[src/rtl/tank_level_pkg.sv]
// Shared types and helpers for the multi-tank high-level sensor monitor.
// Holds the channel state encoding, the preset-code width and the preset-to-seconds map.
package tank_level_pkg;

  localparam int PRESET_W = 2;

  typedef enum logic [2:0] {
    ST_IDLE    = 3'd0,
    ST_FILLING = 3'd1,
    ST_PAUSED  = 3'd2,
    ST_FULL    = 3'd3,
    ST_FAULT   = 3'd4
  } state_t;

  function automatic int unsigned preset_seconds(
    input logic [PRESET_W-1:0] code,
    input int unsigned         t0,
    input int unsigned         t1,
    input int unsigned         t2,
    input int unsigned         t3
  );
    case (code)
      2'd0:    return t0;
      2'd1:    return t1;
      2'd2:    return t2;
      default: return t3;
    endcase
  endfunction

endpackage

[src/rtl/tank_level_monitor_if.sv]
// Bundle of per-tank control and sensor lines between the valve FSM and the interlock.
// master drives the valve/preset/tick side, slave is the monitor itself.
interface tank_level_monitor_if #(
  parameter int N_TANKS = 2
);
  logic                   tick_1s;
  logic [N_TANKS-1:0]     fill_valve;
  logic [N_TANKS-1:0]     drain;
  logic [2*N_TANKS-1:0]   preset_sel;
  logic [N_TANKS-1:0]     high_level_indicator;
  logic [N_TANKS-1:0]     high_level_sensor;
  logic [N_TANKS-1:0]     filling;
  logic [N_TANKS-1:0]     fault;

  modport master (
    output tick_1s, fill_valve, drain, preset_sel, high_level_indicator,
    input  high_level_sensor, filling, fault
  );

  modport slave (
    input  tick_1s, fill_valve, drain, preset_sel, high_level_indicator,
    output high_level_sensor, filling, fault
  );
endinterface

[src/rtl/tank_level_channel.sv]
// Single-tank fill timer: FSM, seconds counter and latched fill target.
// Overfill detection is compiled in only when TANK_LEVEL_OVERFILL_EN is defined.
module tank_level_channel
  import tank_level_pkg::*;
#(
  parameter int TIME_W     = 12,
  parameter int FILL_T0    = 900,
  parameter int FILL_T1    = 1320,
  parameter int FILL_T2    = 1800,
  parameter int FILL_T3    = 2700,
  parameter int OVERFILL_S = 30
) (
  input  logic                clk,
  input  logic                rst_n,
  input  logic                tick_1s,
  input  logic                fill_valve,
  input  logic                drain,
  input  logic [PRESET_W-1:0] preset_sel,
  input  logic                high_level_indicator,
  output logic                high_level_sensor,
  output logic                filling,
  output logic                fault
);

  state_t              state_reg, state_next;
  logic [TIME_W-1:0]   count_reg, count_next;
  logic [TIME_W-1:0]   target_reg, target_next;
  logic [TIME_W-1:0]   count_inc;
  logic [TIME_W-1:0]   preset_target;

  // Saturating increment: the counter never wraps back to zero.
  assign count_inc     = (count_reg == {TIME_W{1'b1}}) ? count_reg : count_reg + 1'b1;
  assign preset_target = TIME_W'(preset_seconds(preset_sel, FILL_T0, FILL_T1, FILL_T2, FILL_T3));

  always_ff @(posedge clk or negedge rst_n) begin
    if (!rst_n) begin
      state_reg  <= ST_IDLE;
      count_reg  <= '0;
      target_reg <= TIME_W'(FILL_T0);
    end else begin
      state_reg  <= state_next;
      count_reg  <= count_next;
      target_reg <= target_next;
    end
  end

  always_comb begin
    state_next  = state_reg;
    count_next  = count_reg;
    target_next = target_reg;
    if (drain) begin
      state_next = ST_IDLE;
      count_next = '0;
    end else begin
      case (state_reg)
        ST_IDLE: begin
          if (fill_valve) begin
            target_next = preset_target;
            count_next  = '0;
            state_next  = ST_FILLING;
          end
        end
        ST_FILLING: begin
          // Expiry takes precedence over the valve closing in the same cycle.
          if (tick_1s && (count_reg == target_reg - 1'b1)) begin
            state_next = ST_FULL;
            count_next = '0;
          end else begin
            if (tick_1s) count_next = count_inc;
            if (!fill_valve) state_next = ST_PAUSED;
          end
        end
        ST_PAUSED: begin
          if (fill_valve) state_next = ST_FILLING;
        end
        ST_FULL: begin
`ifdef TANK_LEVEL_OVERFILL_EN
          if (!fill_valve) begin
            count_next = '0;
          end else if (tick_1s) begin
            count_next = count_inc;
            if (count_inc >= TIME_W'(OVERFILL_S)) state_next = ST_FAULT;
          end
`endif
        end
        ST_FAULT: begin
          state_next = ST_FAULT;
        end
        default: begin
          state_next = ST_IDLE;
          count_next = '0;
        end
      endcase
    end
  end

`ifndef TANK_LEVEL_OVERFILL_EN
  logic [TIME_W-1:0] unused_overfill;
  assign unused_overfill = TIME_W'(OVERFILL_S);
`endif

  always_comb begin
    high_level_sensor = ((state_reg == ST_FULL) || (state_reg == ST_FAULT)) && high_level_indicator;
    filling           = (state_reg == ST_FILLING);
`ifdef TANK_LEVEL_OVERFILL_EN
    fault             = (state_reg == ST_FAULT);
`else
    fault             = 1'b0;
`endif
  end

endmodule

[src/rtl/tank_level_monitor.sv]
// Multi-tank high-level sensor monitor: N_TANKS independent fill-timer channels.
// Optional overfill fault detection is enabled by defining TANK_LEVEL_OVERFILL_EN.
module tank_level_monitor
  import tank_level_pkg::*;
#(
  parameter int N_TANKS    = 2,
  parameter int TIME_W     = 12,
  parameter int FILL_T0    = 900,
  parameter int FILL_T1    = 1320,
  parameter int FILL_T2    = 1800,
  parameter int FILL_T3    = 2700,
  parameter int OVERFILL_S = 30
) (
  input  logic                 clk,
  input  logic                 rst_n,
  tank_level_monitor_if.slave  bus
);

  logic [N_TANKS-1:0] sensor_vec;
  logic [N_TANKS-1:0] filling_vec;
  logic [N_TANKS-1:0] fault_vec;

  for (genvar gi = 0; gi < N_TANKS; gi++) begin : g_ch
    tank_level_channel #(
      .TIME_W     (TIME_W),
      .FILL_T0    (FILL_T0),
      .FILL_T1    (FILL_T1),
      .FILL_T2    (FILL_T2),
      .FILL_T3    (FILL_T3),
      .OVERFILL_S (OVERFILL_S)
    ) u_ch (
      .clk                  (clk),
      .rst_n                (rst_n),
      .tick_1s              (bus.tick_1s),
      .fill_valve           (bus.fill_valve[gi]),
      .drain                (bus.drain[gi]),
      .preset_sel           (bus.preset_sel[PRESET_W*gi +: PRESET_W]),
      .high_level_indicator (bus.high_level_indicator[gi]),
      .high_level_sensor    (sensor_vec[gi]),
      .filling              (filling_vec[gi]),
      .fault                (fault_vec[gi])
    );
  end

  assign bus.high_level_sensor = sensor_vec;
  assign bus.filling           = filling_vec;
  assign bus.fault             = fault_vec;

endmodule

[src/flat_wrapper.sv]
// flat-port wrapper written by rule: the top's interface ports become plain ports
module tank_level_monitor_flat import tank_level_pkg::*;
#(
  parameter int N_TANKS    = 2,
  parameter int TIME_W     = 12,
  parameter int FILL_T0    = 900,
  parameter int FILL_T1    = 1320,
  parameter int FILL_T2    = 1800,
  parameter int FILL_T3    = 2700,
  parameter int OVERFILL_S = 30
)
  (clk, rst_n, bus_tick_1s, bus_fill_valve, bus_drain, bus_preset_sel, bus_high_level_indicator, bus_high_level_sensor, bus_filling, bus_fault);
  tank_level_monitor_if #(.N_TANKS(N_TANKS)) bus_i ();
  input  logic clk;
  input  logic rst_n;
  input wire logic [$bits(bus_i.tick_1s)-1:0] bus_tick_1s;
  input wire logic [$bits(bus_i.fill_valve)-1:0] bus_fill_valve;
  input wire logic [$bits(bus_i.drain)-1:0] bus_drain;
  input wire logic [$bits(bus_i.preset_sel)-1:0] bus_preset_sel;
  input wire logic [$bits(bus_i.high_level_indicator)-1:0] bus_high_level_indicator;
  output wire logic [$bits(bus_i.high_level_sensor)-1:0] bus_high_level_sensor;
  output wire logic [$bits(bus_i.filling)-1:0] bus_filling;
  output wire logic [$bits(bus_i.fault)-1:0] bus_fault;
  assign bus_i.tick_1s = bus_tick_1s;
  assign bus_i.fill_valve = bus_fill_valve;
  assign bus_i.drain = bus_drain;
  assign bus_i.preset_sel = bus_preset_sel;
  assign bus_i.high_level_indicator = bus_high_level_indicator;
  assign bus_high_level_sensor = bus_i.high_level_sensor;
  assign bus_filling = bus_i.filling;
  assign bus_fault = bus_i.fault;
  tank_level_monitor #(.N_TANKS(N_TANKS), .TIME_W(TIME_W), .FILL_T0(FILL_T0), .FILL_T1(FILL_T1), .FILL_T2(FILL_T2), .FILL_T3(FILL_T3), .OVERFILL_S(OVERFILL_S)) u_core (.clk(clk), .rst_n(rst_n), .bus(bus_i));
endmodule
[config.mk]
export PLATFORM = sky130hd
export DESIGN_NAME = tank_level_monitor_flat
export DESIGN_NICKNAME = d
export VERILOG_FILES = /design/src/rtl/tank_level_pkg.sv /design/src/rtl/tank_level_monitor_if.sv /design/src/rtl/tank_level_channel.sv /design/src/rtl/tank_level_monitor.sv /design/src/flat_wrapper.sv
export SDC_FILE = /design/constraint.sdc
export NUM_CORES = 1
export LEC_CHECK = 0
export CORE_MARGIN = 2
export CORE_UTILIZATION = 54
export DETAILED_ROUTE_END_ITERATION = 16
export PLACE_DENSITY_LB_ADDON = 0.12
export SYNTH_ARGS = -nofsm -noshare
export SYNTH_HDL_FRONTEND = slang
export SYNTH_SLANG_ARGS = --single-unit
[constraint.sdc]
create_clock -name clk -period 3.05 [get_ports clk]
set_input_delay 0.4575 -clock clk [delete_from_list [all_inputs] [get_ports clk]]
set_output_delay 0.4575 -clock clk [all_outputs]
set_load 0.01 [all_outputs]
; After elaboration in Yosys (flattened, before gate mapping)
; Cells that the tools add are included.
[op_classes]
n_addsub = 4
n_eq_ne = 30
n_mux = 24
bitwise = 2
reduce_logical = 20
[ops]
columns = operator, count
row1 = case mux 12 bit (3 select lines), 4
row2 = two-way mux 12 bit, 10
row3 = "adder 12 x 1 -> 12 bit, second input constant", 2
row4 = equality test 12 bit, 2
row5 = "equality test 12 bit, second input constant", 2
row6 = two-way mux 3 bit, 8
row7 = "!= test 4 x 3 -> 1 bit, second input constant", 6
row8 = case mux 3 bit (4 select lines), 2
row9 = "subtractor 12 x 1 -> 12 bit, second input constant", 2
row10 = "equality test 3 x 2 -> 1 bit, second input constant", 4
row11 = AND reduction 3 bit, 4
row12 = AND reduction 4 bit, 2
row13 = "equality test 3 x 1 -> 1 bit, second input constant", 2
row14 = "equality test 3 bit, second input constant", 2
row15 = zero test 3 bit, 2
row16 = "!= test 3 x 1 -> 1 bit, second input constant", 2
row17 = "!= test 3 bit, second input constant", 2
row18 = OR reduction 3 bit, 2
row19 = "equality test 2 x 1 -> 1 bit, second input constant", 2
row20 = "equality test 2 bit, second input constant", 2
row21 = logical AND 1 bit, 4
row22 = zero test 2 bit, 2
row23 = "!= test 2 x 1 -> 1 bit, second input constant", 2
row24 = "!= test 2 bit, second input constant", 2
row25 = other kinds (3), 6
[word_totals]
register_bits = 54
input_bits = 13
out_inout_bits = 6
elab_cells = 86

; Logic depth before layout (Yosys ltp)
; Gate-level depths: netlist of run 1.
[depth]
depth_word = 6
depth_mapped = 13
ltp_nobuf = 10

; By module
; Synthesis of run 1 repeated with hierarchy kept, for this count alone.
[unflattened]
hier_cells = 362
area_unflattened_um2 = 3072.9
[by_module_without_submodules]
columns = mod, n_inst, cells_each, area_each_um2, seq_area_each_um2
row1 = tank_level_channel at u_core.g_ch[0].u_ch, 1, 184, 1545.2, 554.3
row2 = tank_level_channel at u_core.g_ch[1].u_ch, 1, 178, 1527.7, 554.3

; Least setup slack after synthesis of run 1
; Ideal clock, no wire load.
[synth_timing]
kind = reg-to-reg
startpoint = register u_core.g_ch[0].u_ch.target_reg[7]
endpoint = register u_core.g_ch[0].u_ch.count_reg[3]
setup_ns = 0.066
t_arrival_ns = 2.805
required_ns = 2.984
slack_ns = 0.179
stages_incl_launch_ff = 13
n_path_buf = 2
synth_period_minus_slack_ns = 2.871
cell_sequence = dfstp_2 -> buf_6 -> inv_1 -> ha_1 -> ha_1 -> xor2_1 -> nand4_1 -> a2111o_1 -> a211oi_4 -> o31ai_2 -> buf_6 -> or4b_1 -> nand2_1
[synth_via]
elab_chain_len = 6
word_cells_on_any_way = 9
classes_between = add/sub: 1 / eq/ne: 3 / mux: 3 / reduce/logical: 2
[synth_rtl]
columns = item, line_no
row1 = start: declaration, tank_level_channel.sv:27  ; logic [TIME_W-1:0] target_reg, target_next;
row2 = start signal: assignment, tank_level_channel.sv:39  ; target_reg <= TIME_W'(FILL_T0);
row3 = start signal: assignment, tank_level_channel.sv:43  ; target_reg <= target_next;
row4 = subtractor 12 x 1 -> 12 bit *, tank_level_channel.sv:65  ; if (tick_1s && (count_reg == target_reg - 1'b1)) begin
row5 = equality test 12 bit *, tank_level_channel.sv:65
row6 = logical AND 1 bit *, tank_level_channel.sv:65
row7 = two-way mux 12 bit, tank_level_channel.sv:65
row8 = case mux 12 bit (3 select lines), tank_level_channel.sv:55  ; case (state_reg)
row9 = two-way mux 12 bit, tank_level_channel.sv:51  ; if (drain) begin
row10 = end signal: assignment, tank_level_channel.sv:42  ; count_reg <= count_next;
row11 = end: declaration, tank_level_channel.sv:26  ; logic [TIME_W-1:0] count_reg, count_next;
; Mark *: on every way between the ends. The rest lies on a longest branch, timed or not.
; A chain may end at the register's enable or synchronous reset.

; Worst setup path after layout of run 1
[layout_timing]
startpoint = register u_core.g_ch[0].u_ch.target_reg[7]
endpoint = register u_core.g_ch[0].u_ch.count_reg[11]
; The elaborated chain is that of the path after synthesis.

==> results of run 1 <==
## Yosys cell counts (6+ instances only)
cell,number
a21boi_0,7
buf_4,6
dfrtp_1,38
dfstp_2,6
ha_1,14
inv_1,20
mux2_2,7
nand2_1,35
nand3_1,14
nand4_1,7
nor2_1,21
nor3_1,6
nor4_1,6
o21ai_0,21
or3_1,12
xnor2_1,14
xor2_1,16
## cell type report
class	instances	area share
multi-input cells	243	0.507
flip-flops and latches	44	0.338
repair buffers	24	0.0655
well taps	70	0.0267
inverters	20	0.0229
clock buffers	6	0.0221
clock inverters	2	0.0183
## power by group through the flow
stage               clock, mW  combinational [mW]  sequential, mW
global placement            0               0.296           0.690
global route            0.561               0.357           0.688
CTS                     0.544               0.304           0.680
floorplan                   0               0.235           0.677
finish                  0.534               0.316           0.680
detailed placement          0               0.301           0.691
## routing by layer
layer	routed length, um	track usage	part of all wire
met1	3000	0.313	0.50
met2	2580	0.315	0.43
met3	308	0.0412	0.051
met4	99	0.0696	0.017
met5	0	0	0
## through the flow
step                setup slack (ns)  setup TNS [ns]  instances  hold WS [ns]
finish                         0.169               0        409         0.304
global route                 -0.0335         -0.0335        409         0.396
CTS                           0.0200               0        405         0.340
detailed placement            0.0601               0        397         0.516
global placement               0.105               0        397         0.496
floorplan                      0.179               0        320         0.162
## worst max path at each step
| stage | from | end | slack, ns | cells after the start |
|---|---|---|---|---|
| final | u_core.g_ch[0].u_ch.target_reg[7] | u_core.g_ch[0].u_ch.count_reg[11] | 0.17 | 10 |
| after global routing | u_core.g_ch[0].u_ch.target_reg[7] | u_core.g_ch[0].u_ch.state_reg[1] | -0.03 | 10 |
| after CTS | u_core.g_ch[0].u_ch.target_reg[7] | u_core.g_ch[0].u_ch.count_reg[0] | 0.02 | 11 |
| after detailed placement | u_core.g_ch[0].u_ch.target_reg[3] | u_core.g_ch[0].u_ch.count_reg[0] | 0.06 | 10 |
| after global placement | u_core.g_ch[0].u_ch.target_reg[7] | u_core.g_ch[0].u_ch.count_reg[0] | 0.11 | 11 |
| after floorplan | u_core.g_ch[0].u_ch.target_reg[7] | u_core.g_ch[0].u_ch.count_reg[3] | 0.18 | 12 |
## kinds of logic (layout without fill, tap and decap cells)
group | after synthesis | count (layout) | share of synthesized area
flops | 44 | 44 | 0.385
fa+ha+maj | 14 | 14 | 0.0608
other cells | 1 | 2 | 0.00130
xor+xnor | 30 | 30 | 0.0913
simple gates | 130 | 130 | 0.236
buf+inv | 35 | 52 | 0.0600
compound gates | 58 | 60 | 0.138
mux | 7 | 7 | 0.0274
## repair_timing
item	in CTS	in global routing
setup buffers	0	2
hold buffers	0	0
setup endpoints to repair	0	15
gates resized for setup	0	7
==> flow_summary.yaml, run 1 <==
pwr:
  pwr_density_cell_mw_per_mm2: 466
  p_sw_mw: 0.418
  sequentialPowerShare: 0.445
  finalPower_mw: 1.53
  clkPwrFrac: 0.349
  p_int_mw: 1.11
  total_leakage_power_nw: 1.36
  max-vdd-ir-drop_uv: 309
  netSwitchingFraction: 0.273
  combinationalPowerShare: 0.207
clocking:
  clk_latency_ns: 0.30
  cts_tree: "yes"
  htreeDepth: 2
  cts.clk_slew.worst_paths_ns: 0.09
  cts.sinks: 44
  clockBufferDepth: 2
  cts-root-buf: "clkbuf_8"
  cts_buffers: 5
layout:
  multi_input_area_sq_mm: 0.00167
  area_growth_pct: 14.1
  diodes: 0
  final_cell_mix: "38 x dfrtp_1, 35 x nand2_1, 21 x nor2_1, 21 x o21ai_0, 20 x inv_1"
  final-seq-area_sq_mm: 0.00111
  layout-drive-gt1-share: 0.115
  final_core_util: 0.639
  largest_register_ffs: 24
  nFillCells: 469
  fin_nets: 365
  fin_area_sq_mm: 0.00328
  final_common_cell: "dfrtp_1"
worst_setup_path:
  required_ns: 3.28
  crit_slowest_cell: "dfstp_2"
  critical_path_arrival_ns: 3.11
  critPathMaxFanout: 5
  slowest_delay_ns: 0.54
  reg2regPathDepth: 10
  cp-start-kind: "flop"
  regToRegSetupSlack_ns: 0.17
  critPathBufInv: 1
  path_cells: "inv_1, ha_2, ha_1, xor2_1, nand4_1, a2111o_1, a211oi_4, o31ai_4, or4_4, a21boi_2"
  critical_path.endpoint_type: "flop"
  regToRegStartpoint: "u_core.g_ch[0].u_ch.target_reg[7]"
  r2r_end: "u_core.g_ch[0].u_ch.count_reg[11]"
  path_delay_family: "compound AO/OA/AOI/OAI gates"
  critical_path_class: "reg -> reg"
grt:
  grt_pass1_vias: 2148
  gr-total-overflow: 0
  grt_max_degree: 45
  grt_pass1_wl_um: 10200
  antenna_found_initial: 0
  grt.total_usage: 0.213
yosys:
  synth.avg_cell_area_sq_um: 9.03
  synthArstFlopShare: 1.00
  synth-main-ff-cell: "dfrtp_1"
  yosys.area.top_type: "dfrtp_1"
  synth_top_area_frac: 0.330
  syn-instance-count: 319
  synth.area.top_cells: "dfrtp_1 33%, ha_1 6.1%, dfstp_2 5.5%"
  ys_seq_elements: 44
  ys_types: 50
  ys_seq_area_frac: 0.385
  synth_edf_count: 0
  synth_area_sq_mm: 0.00288
  ys_warn_count: 0
detailed_routing:
  ant_nets: 0
  route.detailed.drc: 0
  wl_um: 5990
  vias_per_cell: 5.69
  vias: 2327
  first_pass_iters: 4
  drtIter0Drc: 189
  wl_per_cell_um: 14.7
floorplanning:
  num_io_pins: 19
  initial_core_util: 0.560
  die_h_um: 77.0
  placementRows: 26
  die_w_um: 77.0
  coreArea_sq_mm: 0.00514
  die_area_sq_mm: 0.00593
timing:
  skew_ns: 0.0105
  slew_headroom: 0.357
  hold_violations: 0
  maxSlewViolCount: 0
  min_period_ns: 2.88
  setup_viol_count_final: 0
  timing.final.crit_share: 0.945
  fmaxAchievable_mhz: 347
  worst_pin_slew_ns: 0.964
  rsz0062_at_grt: "yes"
outcome:
  status: "complete, no violations"
placed_design:
  dp_hpwl_um: 4160
  port_buffers: 16
  placed_area_sq_mm: 0.00307
  gp_congestion: 0.836
worst_hold_path:
  hp-class: "in -> async"
flow_run:
  max_cap_violations: 0
No activity file was read; power rests on OpenSTA's default activity.
==> run 2: changes to the inputs <==
--- a/config.mk
+++ b/config.mk
@@ -5,6 +5,7 @@
 export SDC_FILE = /design/constraint.sdc
 export NUM_CORES = 1
 export LEC_CHECK = 0
+export CAP_MARGIN = 20
 export CORE_MARGIN = 2
 export CORE_UTILIZATION = 54
 export DETAILED_ROUTE_END_ITERATION = 16
==> flow_summary.yaml, run 2 (synthesis gave the netlist of run 1 again) <==
outcome:
  status: "complete, no violations"
floorplanning:
  initial_core_util: 0.560
  die_area_sq_mm: 0.00593
  die_h_um: 77.0
  num_io_pins: 19
  die_w_um: 77.0
  coreArea_sq_mm: 0.00514
  placementRows: 26
clocking:
  holdBufCountCts: 0
  clk_latency_ns: 0.30
  htreeDepth: 2
  cts-root-buf: "clkbuf_8"
  clockBufferDepth: 2
  cts_tree: "yes"
  cts_buffers: 5
  cts.clk_slew.worst_paths_ns: 0.09
  cts.sinks: 44
grt:
  grt_pass1_vias: 2148
  grt.total_usage: 0.213
  gr-total-overflow: 0
  antenna_found_initial: 0
  grt_max_degree: 45
  grt_pass1_wl_um: 10200
timing:
  skew_ns: 0.00945
  slew_headroom: 0.635
  timing.final.crit_share: 0.951
  tns_ns: 0
  fmaxAchievable_mhz: 345
  hold_violations: 0
  setup_viol_count_final: 0
  rsz0062_at_grt: "yes"
  maxSlewViolCount: 0
  min_period_ns: 2.90
  setup_slack_ns: 0.149
  worst_pin_slew_ns: 0.548
  holdWs_ns: 0.140
worst_setup_path:
  reg2regPathDepth: 11
  critPathCapture: "u_core.g_ch[0].u_ch.count_reg[11]"
  cp-start-kind: "flop"
  regToRegStartpoint: "u_core.g_ch[0].u_ch.target_reg[7]"
  regToRegSetupSlack_ns: 0.15
  critical_path.endpoint_type: "flop"
  crit_start: "u_core.g_ch[0].u_ch.target_reg[7]"
  critical_path_class: "reg -> reg"
  r2r_end: "u_core.g_ch[0].u_ch.count_reg[11]"
  required_ns: 3.28
  critical_path_arrival_ns: 3.13
  critPathMaxFanout: 18
placed_design:
  dp_hpwl_um: 4160
  placedCellCount: 397
  port_buffers: 16
  place_worst_setup_slack_ns: 0.0601
  gp_congestion: 0.836
  placed_area_sq_mm: 0.00307
pwr:
  finalPower_mw: 1.53
  pwr_density_cell_mw_per_mm2: 468
  max-vdd-ir-drop_uv: 308
  total_leakage_power_nw: 1.36
layout:
  final_common_cell: "dfrtp_1"
  layout.cells.non_filler: 408
  layout-drive-gt1-share: 0.107
  final_cell_mix: "38 x dfrtp_1, 35 x nand2_1, 21 x nor2_1, 21 x o21ai_0, 20 x inv_1"
  area_growth_pct: 13.4
  largest_register_ffs: 24
  final_core_util: 0.635
  fin_area_sq_mm: 0.00326
  diodes: 0
  fin_nets: 364
detailed_routing:
  ant_nets: 0
  drtIter0Drc: 172
  first_pass_iters: 4
  route.detailed.drc: 0
  vias_per_cell: 5.63
  vias: 2295
  wl_um: 5770
  wl_per_cell_um: 14.2
worst_hold_path:
  hp-class: "in -> async"
flow_run:
  max_cap_violations: 0
-- run 2: where the power goes --
part,switching (mW),internal (mW)
Sequential,0.0470,0.633
Combinational,0.162,0.152
Clock,0.204,0.328
-- run 2: worst min path at each step --
stage,startpoint,to,slack [ns],cells after the start
after floorplan,rst_n,u_core.g_ch[0].u_ch.count_reg[0],0.16,0
after global placement,u_core.g_ch[1].u_ch.target_reg[9],u_core.g_ch[1].u_ch.target_reg[9],0.50,2
after detailed placement,u_core.g_ch[0].u_ch.target_reg[9],u_core.g_ch[0].u_ch.target_reg[9],0.52,2
after CTS,rst_n,u_core.g_ch[0].u_ch.count_reg[9],0.34,1
after global routing,rst_n,u_core.g_ch[0].u_ch.target_reg[3],0.18,1
final,rst_n,u_core.g_ch[0].u_ch.count_reg[10],0.14,1
-- run 2: layout make-up --
cell class,instances,area [sq um]
Timing Repair Buffer,25,246
Tap cell,70,87.6
Inverter,20,75.1
Multi-Input combinational cell,241,1610
Clock buffer,6,72.6
Clock inverter,2,60.1
Sequential cell,44,1110
Fill cell,476,1880
-- run 2: critical path, stage by stage (launching register included) --
cell	delay, ns
dfstp_2	0.54
inv_1	0.04
ha_2	0.19
ha_1	0.29
xor2_1	0.14
nand4_1	0.11
a2111o_1	0.35
a211oi_4	0.26
o31ai_2	0.12
buf_6	0.17
or4_1	0.49
a21boi_2	0.13
-- run 2: timing repair --
action                     CTS  global route
setup buffers                0             1
gates resized for setup      0             4
setup endpoints to repair    0            10
hold endpoints to repair     0             0
-- run 2: metal layers --
metal	global-route usage	up-vias	routed length (um)
met4	0.0696	0	77
met5	0	-	0
met3	0.0412	8	289
li1	-	1144	-
met1	0.313	1084	2880
met2	0.315	59	2530
==> run 3: changes to the inputs <==
--- a/config.mk
+++ b/config.mk
@@ -7,8 +7,9 @@
 export LEC_CHECK = 0
 export CAP_MARGIN = 20
 export CORE_MARGIN = 2
-export CORE_UTILIZATION = 54
+export CORE_UTILIZATION = 58
 export DETAILED_ROUTE_END_ITERATION = 16
+export DONT_BUFFER_PORTS = 1
 export PLACE_DENSITY_LB_ADDON = 0.12
 export SYNTH_ARGS = -nofsm -noshare
 export SYNTH_HDL_FRONTEND = slang
==> flow_summary.yaml, run 3 (synthesis gave the netlist of run 1 again) <==
grt:
  antenna_found_initial: 0
  grt_pass1_vias: 2061
  gr-total-overflow: 0
  grt.total_usage: 0.218
  grt_pass1_wl_um: 9470
  grt_max_degree: 45
worst_setup_path:
  crit_slowest_cell: "dfstp_2"
  critPathBufInv: 2
  critical_path.endpoint_type: "flop"
  slowest_delay_ns: 0.54
  path_cells: "inv_1, ha_1, ha_1, xor2_1, nand4_1, a2111o_1, a211oi_4, buf_4, o31ai_2, or3_1, a21oi_1"
  critical_path_class: "reg -> reg"
  crit_top_cell: "ha_1"
  cp-start-kind: "flop"
  regToRegStartpoint: "u_core.g_ch[0].u_ch.target_reg[7]"
  path_delay_family: "compound AO/OA/AOI/OAI gates"
  crit_start: "u_core.g_ch[0].u_ch.target_reg[7]"
  required_ns: 3.26
  critical_path_arrival_ns: 3.09
  critPathMaxFanout: 5
worst_hold_path:
  hold_path_startpoint: "bus_drain[1]"
  hp-class: "in -> reg"
placed_design:
  place_worst_setup_slack_ns: -0.00807
  port_buffers: 0
  dp_hpwl_um: 4000
  gp_congestion: 0.870
detailed_routing:
  vias_per_cell: 5.90
  ant_nets: 0
  vias: 2307
  route.detailed.drc: 0
  drtIter0Drc: 124
  first_pass_iters: 4
  wl_per_cell_um: 14.7
  wl_um: 5740
timing:
  hold_violations: 0
  holdWs_ns: 0.224
  timing.final.crit_share: 0.944
  setup_slack_ns: 0.172
  tns_ns: 0
  worst_pin_slew_ns: 0.747
  skew_ns: 0.0113
  setup_viol_count_final: 0
  slew_headroom: 0.499
  min_period_ns: 2.88
  maxSlewViolCount: 0
  fmaxAchievable_mhz: 347
  rsz0062_at_grt: "no"
layout:
  layout-drive-gt1-share: 0.102
  final-seq-area_sq_mm: 0.00111
  fin_nets: 350
  largest_register_ffs: 24
  final_cell_mix: "38 x dfrtp_1, 35 x nand2_1, 21 x nor2_1, 21 x o21ai_0, 20 x inv_1"
  final_common_cell: "dfrtp_1"
  area_growth_pct: 7.17
  final_core_util: 0.649
  diodes: 0
  multi_input_area_sq_mm: 0.00164
  nFillCells: 400
floorplanning:
  initial_core_util: 0.606
  coreArea_sq_mm: 0.00475
  die_w_um: 74.5
  die_h_um: 74.5
  placementRows: 25
  num_io_pins: 19
  die_area_sq_mm: 0.00554
clocking:
  clockBufferDepth: 2
  cts-root-buf: "clkbuf_8"
  htreeDepth: 2
  clk_latency_ns: 0.29
  cts.clk_slew.worst_paths_ns: 0.08
  cts.sinks: 44
  cts_tree: "yes"
  cts_buffers: 5
pwr:
  max-vdd-ir-drop_uv: 283
  finalPower_mw: 1.34
  pwr_density_cell_mw_per_mm2: 436
  total_leakage_power_nw: 1.29
outcome:
  status: "complete, no violations"
flow_run:
  max_cap_violations: 0
-- run 3: cell types whose count changed in the layout (fill, tap and decap cells not counted), sizes merged --
cell | previous run | this run
clkdlybuf4s50 | 15 | 0
buf | 10 | 8
bufinv | 2 | 0
clkbuf | 6 | 8
o31ai | 4 | 6
dlygate4sd3 | 0 | 1
-- run 3: metal layers --
metal  global-route usage  vias to the layer above  share of wire
li1                     -                     1130              -
met2                0.361                       43           0.50
met3               0.0407                       11          0.031
met4               0.0734                        0          0.015
met5                    0                        -              0
met1                0.289                     1123           0.45
-- run 3: per-stage QoR --
step / area (sq um) / instances
floorplan: 2880 / 320
global placement: 2910 / 377
detailed placement: 2910 / 377
CTS: 3040 / 387
global route: 3090 / 391
finish: 3090 / 391
-- run 3: timing repair --
item,4_1_cts,5_1_grt
cloned,0,2
pin swaps,0,5
gates resized for setup,1,2
setup endpoints to repair,1,5
setup buffers,0,2
hold buffers,2,0
endpoints found under the hold margin,44,0
-- run 3: final cells by class --
cell class	instances	share of cell area
clock buffer	8	0.0292
inverter	20	0.0243
multi-input combinational	243	0.531
sequential	44	0.359
tap	67	0.0272
timing repair buffer	9	0.0292
-- run 3: final timing paths --
check,slack [ns],to,cells after the start
min,0.22,u_core.g_ch[1].u_ch.state_reg[2],1
min in group asynchronous,0.67,u_core.g_ch[0].u_ch.target_reg[10],2
max reg2reg,0.17,u_core.g_ch[0].u_ch.count_reg[6],11
min reg2reg,0.51,u_core.g_ch[1].u_ch.target_reg[9],2
max,0.17,u_core.g_ch[0].u_ch.count_reg[6],11
max in group asynchronous,2.12,u_core.g_ch[1].u_ch.target_reg[9],2
-- run 3: where the power goes --
group          switching (mW)  internal (mW)
registers              0.0464          0.633
clock network           0.189          0.185
logic                   0.154          0.136
